==> src/rtl/ov7670_config_seq.sv <==
// OV7670 register-table sequencer: walks a synchronous ROM of {reg, value}
// entries and hands each one to an SCCB/I2C write engine, honouring delay and end markers.
module ov7670_config_seq #(
  parameter logic [7:0]  DEVICE_ID    = 8'h42,
  parameter logic [23:0] DELAY_CYCLES = 24'd1_000_000
) (
  input  logic        clk,
  input  logic        rst_n,
  input  logic        start,
  output logic [7:0]  rom_addr,
  input  logic [15:0] rom_data,
  output logic        send,
  input  logic        taken,
  output logic [7:0]  id,
  output logic [7:0]  reg_addr,
  output logic [7:0]  value,
  output logic        busy,
  output logic        done,
  output logic [7:0]  write_count
);

  typedef enum logic [2:0] {IDLE, FETCH, DECODE, SEND, DELAY, DONE} state_e;

  localparam logic [15:0] END_MARK = 16'hFFFF;
  localparam logic [15:0] DLY_MARK = 16'hFFF0;

  state_e      state_q, state_d;
  logic [7:0]  addr_q, addr_d;
  logic [7:0]  reg_q, reg_d;
  logic [7:0]  val_q, val_d;
  logic [7:0]  wcnt_q, wcnt_d;
  logic [23:0] cnt_q, cnt_d;
  logic        send_q, send_d;
  logic        busy_q, busy_d;
  logic        done_q, done_d;

  always_comb begin
    state_d = state_q;
    addr_d  = addr_q;
    reg_d   = reg_q;
    val_d   = val_q;
    wcnt_d  = wcnt_q;
    cnt_d   = cnt_q;
    case (state_q)
      FETCH:  state_d = DECODE;
      DECODE: begin
        if (rom_data == END_MARK) begin
          state_d = DONE;
        end else if (rom_data == DLY_MARK) begin
          state_d = DELAY;
          cnt_d   = DELAY_CYCLES - 24'd1;
        end else begin
          state_d = SEND;
          reg_d   = rom_data[15:8];
          val_d   = rom_data[7:0];
        end
      end
      SEND: begin
        if (taken) begin
          wcnt_d = (wcnt_q == 8'hFF) ? 8'hFF : wcnt_q + 8'd1;
          if (addr_q == 8'hFF) state_d = DONE;
          else begin
            addr_d  = addr_q + 8'd1;
            state_d = FETCH;
          end
        end
      end
      DELAY: begin
        if (cnt_q == 24'd0) begin
          if (addr_q == 8'hFF) state_d = DONE;
          else begin
            addr_d  = addr_q + 8'd1;
            state_d = FETCH;
          end
        end else begin
          cnt_d = cnt_q - 24'd1;
        end
      end
      default: ;
    endcase
    // start overrides everything, including a taken on the same edge
    if (start) begin
      state_d = FETCH;
      addr_d  = 8'd0;
      wcnt_d  = 8'd0;
    end
    send_d = (state_d == SEND);
    busy_d = (state_d == FETCH) || (state_d == DECODE) || (state_d == SEND) || (state_d == DELAY);
    done_d = (state_d == DONE);
  end

  always_ff @(posedge clk or negedge rst_n) begin
    if (!rst_n) begin
      state_q <= IDLE;
      addr_q  <= 8'd0;
      reg_q   <= 8'd0;
      val_q   <= 8'd0;
      wcnt_q  <= 8'd0;
      cnt_q   <= 24'd0;
      send_q  <= 1'b0;
      busy_q  <= 1'b0;
      done_q  <= 1'b0;
    end else begin
      state_q <= state_d;
      addr_q  <= addr_d;
      reg_q   <= reg_d;
      val_q   <= val_d;
      wcnt_q  <= wcnt_d;
      cnt_q   <= cnt_d;
      send_q  <= send_d;
      busy_q  <= busy_d;
      done_q  <= done_d;
    end
  end

  assign rom_addr    = addr_q;
  assign send        = send_q;
  assign id          = DEVICE_ID;
  assign reg_addr    = reg_q;
  assign value       = val_q;
  assign busy        = busy_q;
  assign done        = done_q;
  assign write_count = wcnt_q;

endmodule
==> config.mk <==
export PLATFORM = sky130hd
export DESIGN_NAME = ov7670_config_seq
export DESIGN_NICKNAME = d
export VERILOG_FILES = /design/src/rtl/ov7670_config_seq.sv
export SDC_FILE = /design/constraint.sdc
export NUM_CORES = 1
export LEC_CHECK = 0
export ABC_AREA = 1
export BUFFER_PORTS_ARGS = -buffer_cell sky130_fd_sc_hd__buf_2
export CAP_MARGIN = 10
export CORE_ASPECT_RATIO = 0.9
export CORE_MARGIN = 10
export CORE_UTILIZATION = 55
export DETAILED_ROUTE_END_ITERATION = 12
export PLACE_DENSITY = 0.88
export SETUP_SLACK_MARGIN = 0.02
export SYNTH_ARGS = -nofsm -noshare
export SYNTH_HDL_FRONTEND = slang
export SYNTH_SLANG_ARGS = --single-unit
==> constraint.sdc <==
create_clock -name clk -period 2 [get_ports clk]
set_clock_uncertainty 0.1 [all_clocks]
set_input_delay 0.2 -clock clk [delete_from_list [all_inputs] [get_ports clk]]
set_output_delay 0.2 -clock clk [all_outputs]
set_load 0.005 [all_outputs]
# After elaboration in Yosys (flattened, before gate mapping)
# Cells that the tools add are included.
[word_totals] inputBits=20 ff_bits=62
[classes] eq_ne=18 muxes=20 reduce_logical=12 bitwise=2 addsub=3
[ops] operator="$mux 24" count=3
[ops] operator="$mux 8" count=8
[ops] operator="$pmux 24 s2" count=1
[ops] operator="$eq 16x16->1 const B" count=2
[ops] operator="$logic_not 24->1" count=1
[ops] operator="$sub 24x1->24 const B" count=1
[ops] operator="$mux 3" count=6
[ops] operator="$add 8x1->8 const B" count=2
[ops] operator="$eq 8x8->1 const B" count=2
[ops] operator="$pmux 8 s2" count=1
[ops] operator="$eq 3x2->1 const B" count=4
[ops] operator="$pmux 3 s4" count=1
[ops] operator="$eq 3x3->1 const B" count=3
[ops] operator="$eq 3x1->1 const B" count=2
[ops] operator="$ne 2x2->1 const B" count=3
[ops] operator="$ne 3x3->1 const B" count=2
[ops] operator="$reduce_and 3->1" count=2
[ops] operator="$reduce_bool 2->1" count=3
[ops] operator="$reduce_and 4->1" count=1
[ops] operator="$logic_or 1x1->1" count=3
[ops] operator="$reduce_bool 3->1" count=1
[ops] operator="$not 1->1" count=2
[ops] operator="$reduce_and 2->1" count=1

# Longest topological paths before layout
[logic_depth] depth_word=9 mapped_depth=12 mapped_depth_nobuf=12

# Worst setup path after synthesis
# No wires, ideal clock.
[synth_timing] kind="register to register" start="register cnt_q[0]" end="register cnt_q[5]" setup_slack_ns=0.310 arrival_time_ns=1.464 path_buffers=1 t_required_ns=1.774 stages_incl_launch_ff=13 cell_sequence="dfrtp_1 inv_1 ha_1 nand2_1 nor2_2 nand3_2 nand2_4 nand2_4 nand2_8 inv_6 buf_8 nand3_1 nand3_1"
[synth_between] elab_chain_len=3
[synth_lines] item="start, declared" line_no="32" text="logic [23:0] cnt_q, cnt_d;"
[synth_lines] item="start signal, assigned" line_no="109" text="cnt_q <= cnt_d;"
[synth_lines] item="$sub 24x1->24 / $logic_not 24->1 (equally long branches)" line_no="76, 69"
[synth_lines] item="$mux 24 / $ne 2x2->1 (equally long branches)"
[synth_lines] item="$pmux 24 s2 / $reduce_and 4->1 (equally long branches)"
# Several ways; a longest one is shown, not always the timed one. The select of a mux whose other input is x is not followed.
# A chain may end at the register's enable or synchronous reset.

# Worst setup path after layout
[layout_timing] start="input port rom_data[6]" end="register val_q[1] (netlist: value[1])"
[layout_between] elab_chain_len=3
[layout_lines] item="start, declared" line_no="11" text="input logic [15:0] rom_data,"
[layout_lines] item="$eq 16x16->1, on equally long branches" line_no="49, 47"
[layout_lines] item="$not 1->1 (no source line)"
[layout_lines] item="$reduce_and 3->1 (no source line) (*)"
[layout_lines] item="end signal, assigned" line_no="107" text="val_q <= val_d;"
[layout_lines] item="end, declared" line_no="30" text="logic [7:0] val_q, val_d;"
# Every way passes the cells marked *; elsewhere a longest branch is shown, timed or not.

==> reports/qor.csv <==
metric,value,unit
Total Routing Usage GR,18.89,%
Iter 0 DRT Violations,256,
CTS tree,yes,
core area,0.006621,mm^2
Final Setup Violations,0,
Hold Path Class,in -> reg,
Final Power,3.407,mW
critical path arrival,2.02,ns
mapped cell area,0.003769,mm^2
RSZ-0062 raised after global routing,yes,
leakage,2.178,nW
clk sink count,62,
num rows,28,
Die Width,107.3,um
I/O pins,63,
Fin Hold WS,0.007559,ns
ANT nets after route,0,
H-tree depth,3,
DIE HEIGHT,98.53,um
Via density,5.312,
routed wire length,9.937,mm
clk_lat worst skew,0.35,ns
# DRC,0,
Avg Inst Size Synth,8.140,um^2
minimum clock period,1.886,ns
count of cell types in the netlist,41,
#FFs+latches synth,62,
initial antenna violation count,0,
vias in the first global route,3455,
total gr overflow,0,
"Hold Violations, Final",0,
routed len/inst,15.50,um
Synth Instances,463,
pwr/cell area,751.5,mW/mm^2
clock buffer depth,2,
max_cap viols,0,
first-pass GRT wire length,16.49,mm
Layout Nets,570,
DRT Pass-1 Iters,5,
WHS Path Cells,2,
Max Slew Vio Count,0,
clock buffer count from CTS,9,
Tcrit/Tclk final,94.30,%
required time worst endpoint,2.14,ns
# diodes,0,
largest net degree at the start of global routing,35,
RePlAce Congestion,0.9778,
worst ir drop on vdd,0.6970,mV
max frequency,530.2,MHz
area growth from synthesis to layout,20.29,%
crit path launch type,primary input,
warnings from Yosys,0,
status,"complete, no violations",
hpwl dp,7.070,mm
post-synthesis sequential area ratio,41.17,%
share of post-route cells with drive strength above 1,29.22,%
Util after Layout,68.46,%
CP Class,in -> reg,
R2R cell count,7,
Worst Path Max Fanout,16,
count of input and output buffers,54,
full die area,0.01057,mm^2
Initial Utilization,56.92,%
via count of the routed design,3405,
"CTS clk-pin slew, worst paths",0.08,ns
CTS Root Cell,clkbuf_8,
crit end category,register,
-- sequential cells by signal, indices dropped and copies added, names as in the netlist --
register,cells
cnt_q,24
done,1
write_count,8
busy,1
state_q,3
rom_addr,8
reg_addr,8
send,1
value,8
-- final timing paths --
path	start	to	slack, ns
worst min register to register	value[5]	value[5]	0.41
worst max-delay path	rom_data[6]	value[1]	0.11
worst max register to register	state_q[0]	send	0.13
min in group asynchronous	rst_n	cnt_q[5]	0.21
worst min-delay path	rom_data[12]	reg_addr[4]	0.008
max in group asynchronous	rst_n	write_count[6]	1.05
-- critical path, cell delays in order --
cell	delay, ns
dlygate4sd3_1	0.56
buf_2	0.13
nand2_1	0.06
inv_1	0.06
nand2_1	0.08
inv_1	0.10
nand3_1	0.11
nand2_2	0.09
buf_4	0.25
mux2_2	0.37
-- what timing repair did --
item / in CTS / in global routing
buffers inserted: 0 / 4
hold buffers: 10 / 0
endpoints found under the hold margin: 24 / 0
gates resized for setup: 0 / 9
endpoints found under the setup margin: 0 / 36
-- cell families (layout without fill, tap and decap cells) --
kind of cell / Yosys count / in the layout / synth area share [%]
and+or+nand+nor: 221 / 221 / 28.19
adders and majority gates: 4 / 4 / 1.328
muxes: 16 / 16 / 4.781
buffers and inverters: 81 / 163 / 10.06
DFF: 62 / 62 / 41.17
other: 2 / 8 / 0.1993
xor gates and xnor gates: 15 / 15 / 3.486
AOI/OAI and AO/OA: 62 / 62 / 10.79
-- layer usage --
metal  GRT usage [%]  share of wire (%)
met5               0                  0
met4           4.891                1.3
met3           6.771                7.5
met2           30.94                 49
met1           22.99                 42
-- through the flow --
stage,setup TNS [ns],cells,area (um^2),setup WS (ns)
5_1_grt,-0.0005009,641,4533,-0.0005009
3_5_place_dp,0,611,4177,0.06563
6_report,0,641,4533,0.1141
4_1_cts,0,637,4484,0.04248
3_3_place_gp,0,611,4177,0.1607
2_1_floorplan,0,469,3791,0.3101
-- synthesized netlist by cell type --
master,n,share of area [%]
a21oi_1,7,0.93
a22o_1,1,0.23
a22oi_1,2,0.40
a31oi_1,1,0.17
buf_1,1,0.10
buf_4,9,1.8
buf_6,3,0.90
buf_8,1,0.40
clkbuf_1,2,0.20
conb_1,2,0.20
dfrtp_1,62,41
ha_1,4,1.3
inv_1,61,6.1
inv_2,2,0.20
inv_4,1,0.17
inv_6,1,0.23
mux2_2,16,4.8
nand2_1,91,9.1
nand2_2,4,0.66
nand2_4,3,0.90
nand2_8,1,0.53
nand2b_1,1,0.17
nand3_1,33,4.4
nand3_2,4,1.1
nand3b_1,1,0.20
nand4_1,5,0.83
nand4_2,6,2.0
nor2_1,55,5.5
nor2_2,9,1.5
nor2_4,2,0.60
nor3_1,5,0.66
o21a_1,1,0.20
o21ai_0,23,3.1
o21ai_1,1,0.13
o21ai_2,17,4.0
o21bai_1,1,0.20
o22ai_1,2,0.33
o31ai_1,6,1.2
or2_2,1,0.17
xnor2_1,2,0.46
xor2_1,13,3.0
-- cell type report --
cell class                 count  area [um^2]
clock inverter                 6        70.07
tap                           90        112.6
clock buffer                  10        137.6
timing repair buffer          82        530.5
fill                         459         2088
multi-input combinational    326         1873
inverter                      65        256.5
sequential                    62         1553
-- power by group --
group	leakage, nW	internal (mW)	switching, mW	total [mW]
combinational	1.31	0.319	0.401	0.720
sequential	0.773	1.41	0.105	1.52
clock	0.0951	0.615	0.552	1.17
total	2.18	2.35	1.06	3.41
-- cells in the final DEF (no fill, tap or decap), types with 2 or more instances in the layout --
cell	n
o21ai_0	23
buf_12	2
buf_4	16
xnor2_1	2
mux2_2	16
clkinvlp_4	3
nor2_1	53
dlygate4sd3_1	10
dfrtp_1	61
inv_2	3
inv_4	2
nand4_2	6
nand4_1	5
o31ai_1	6
nand2_1	91
nor2_4	2
nand2_2	3
xor2_1	13
a22oi_1	2
nand2_4	4
nand3_2	4
ha_1	3
inv_1	59
conb_1	8
buf_2	54
o22ai_1	2
a21oi_1	7
o21ai_2	17
nor2_2	11
clkbuf_8	10
nand3_1	33
nor3_1	5
No activity file was read; power rests on OpenSTA's default activity.
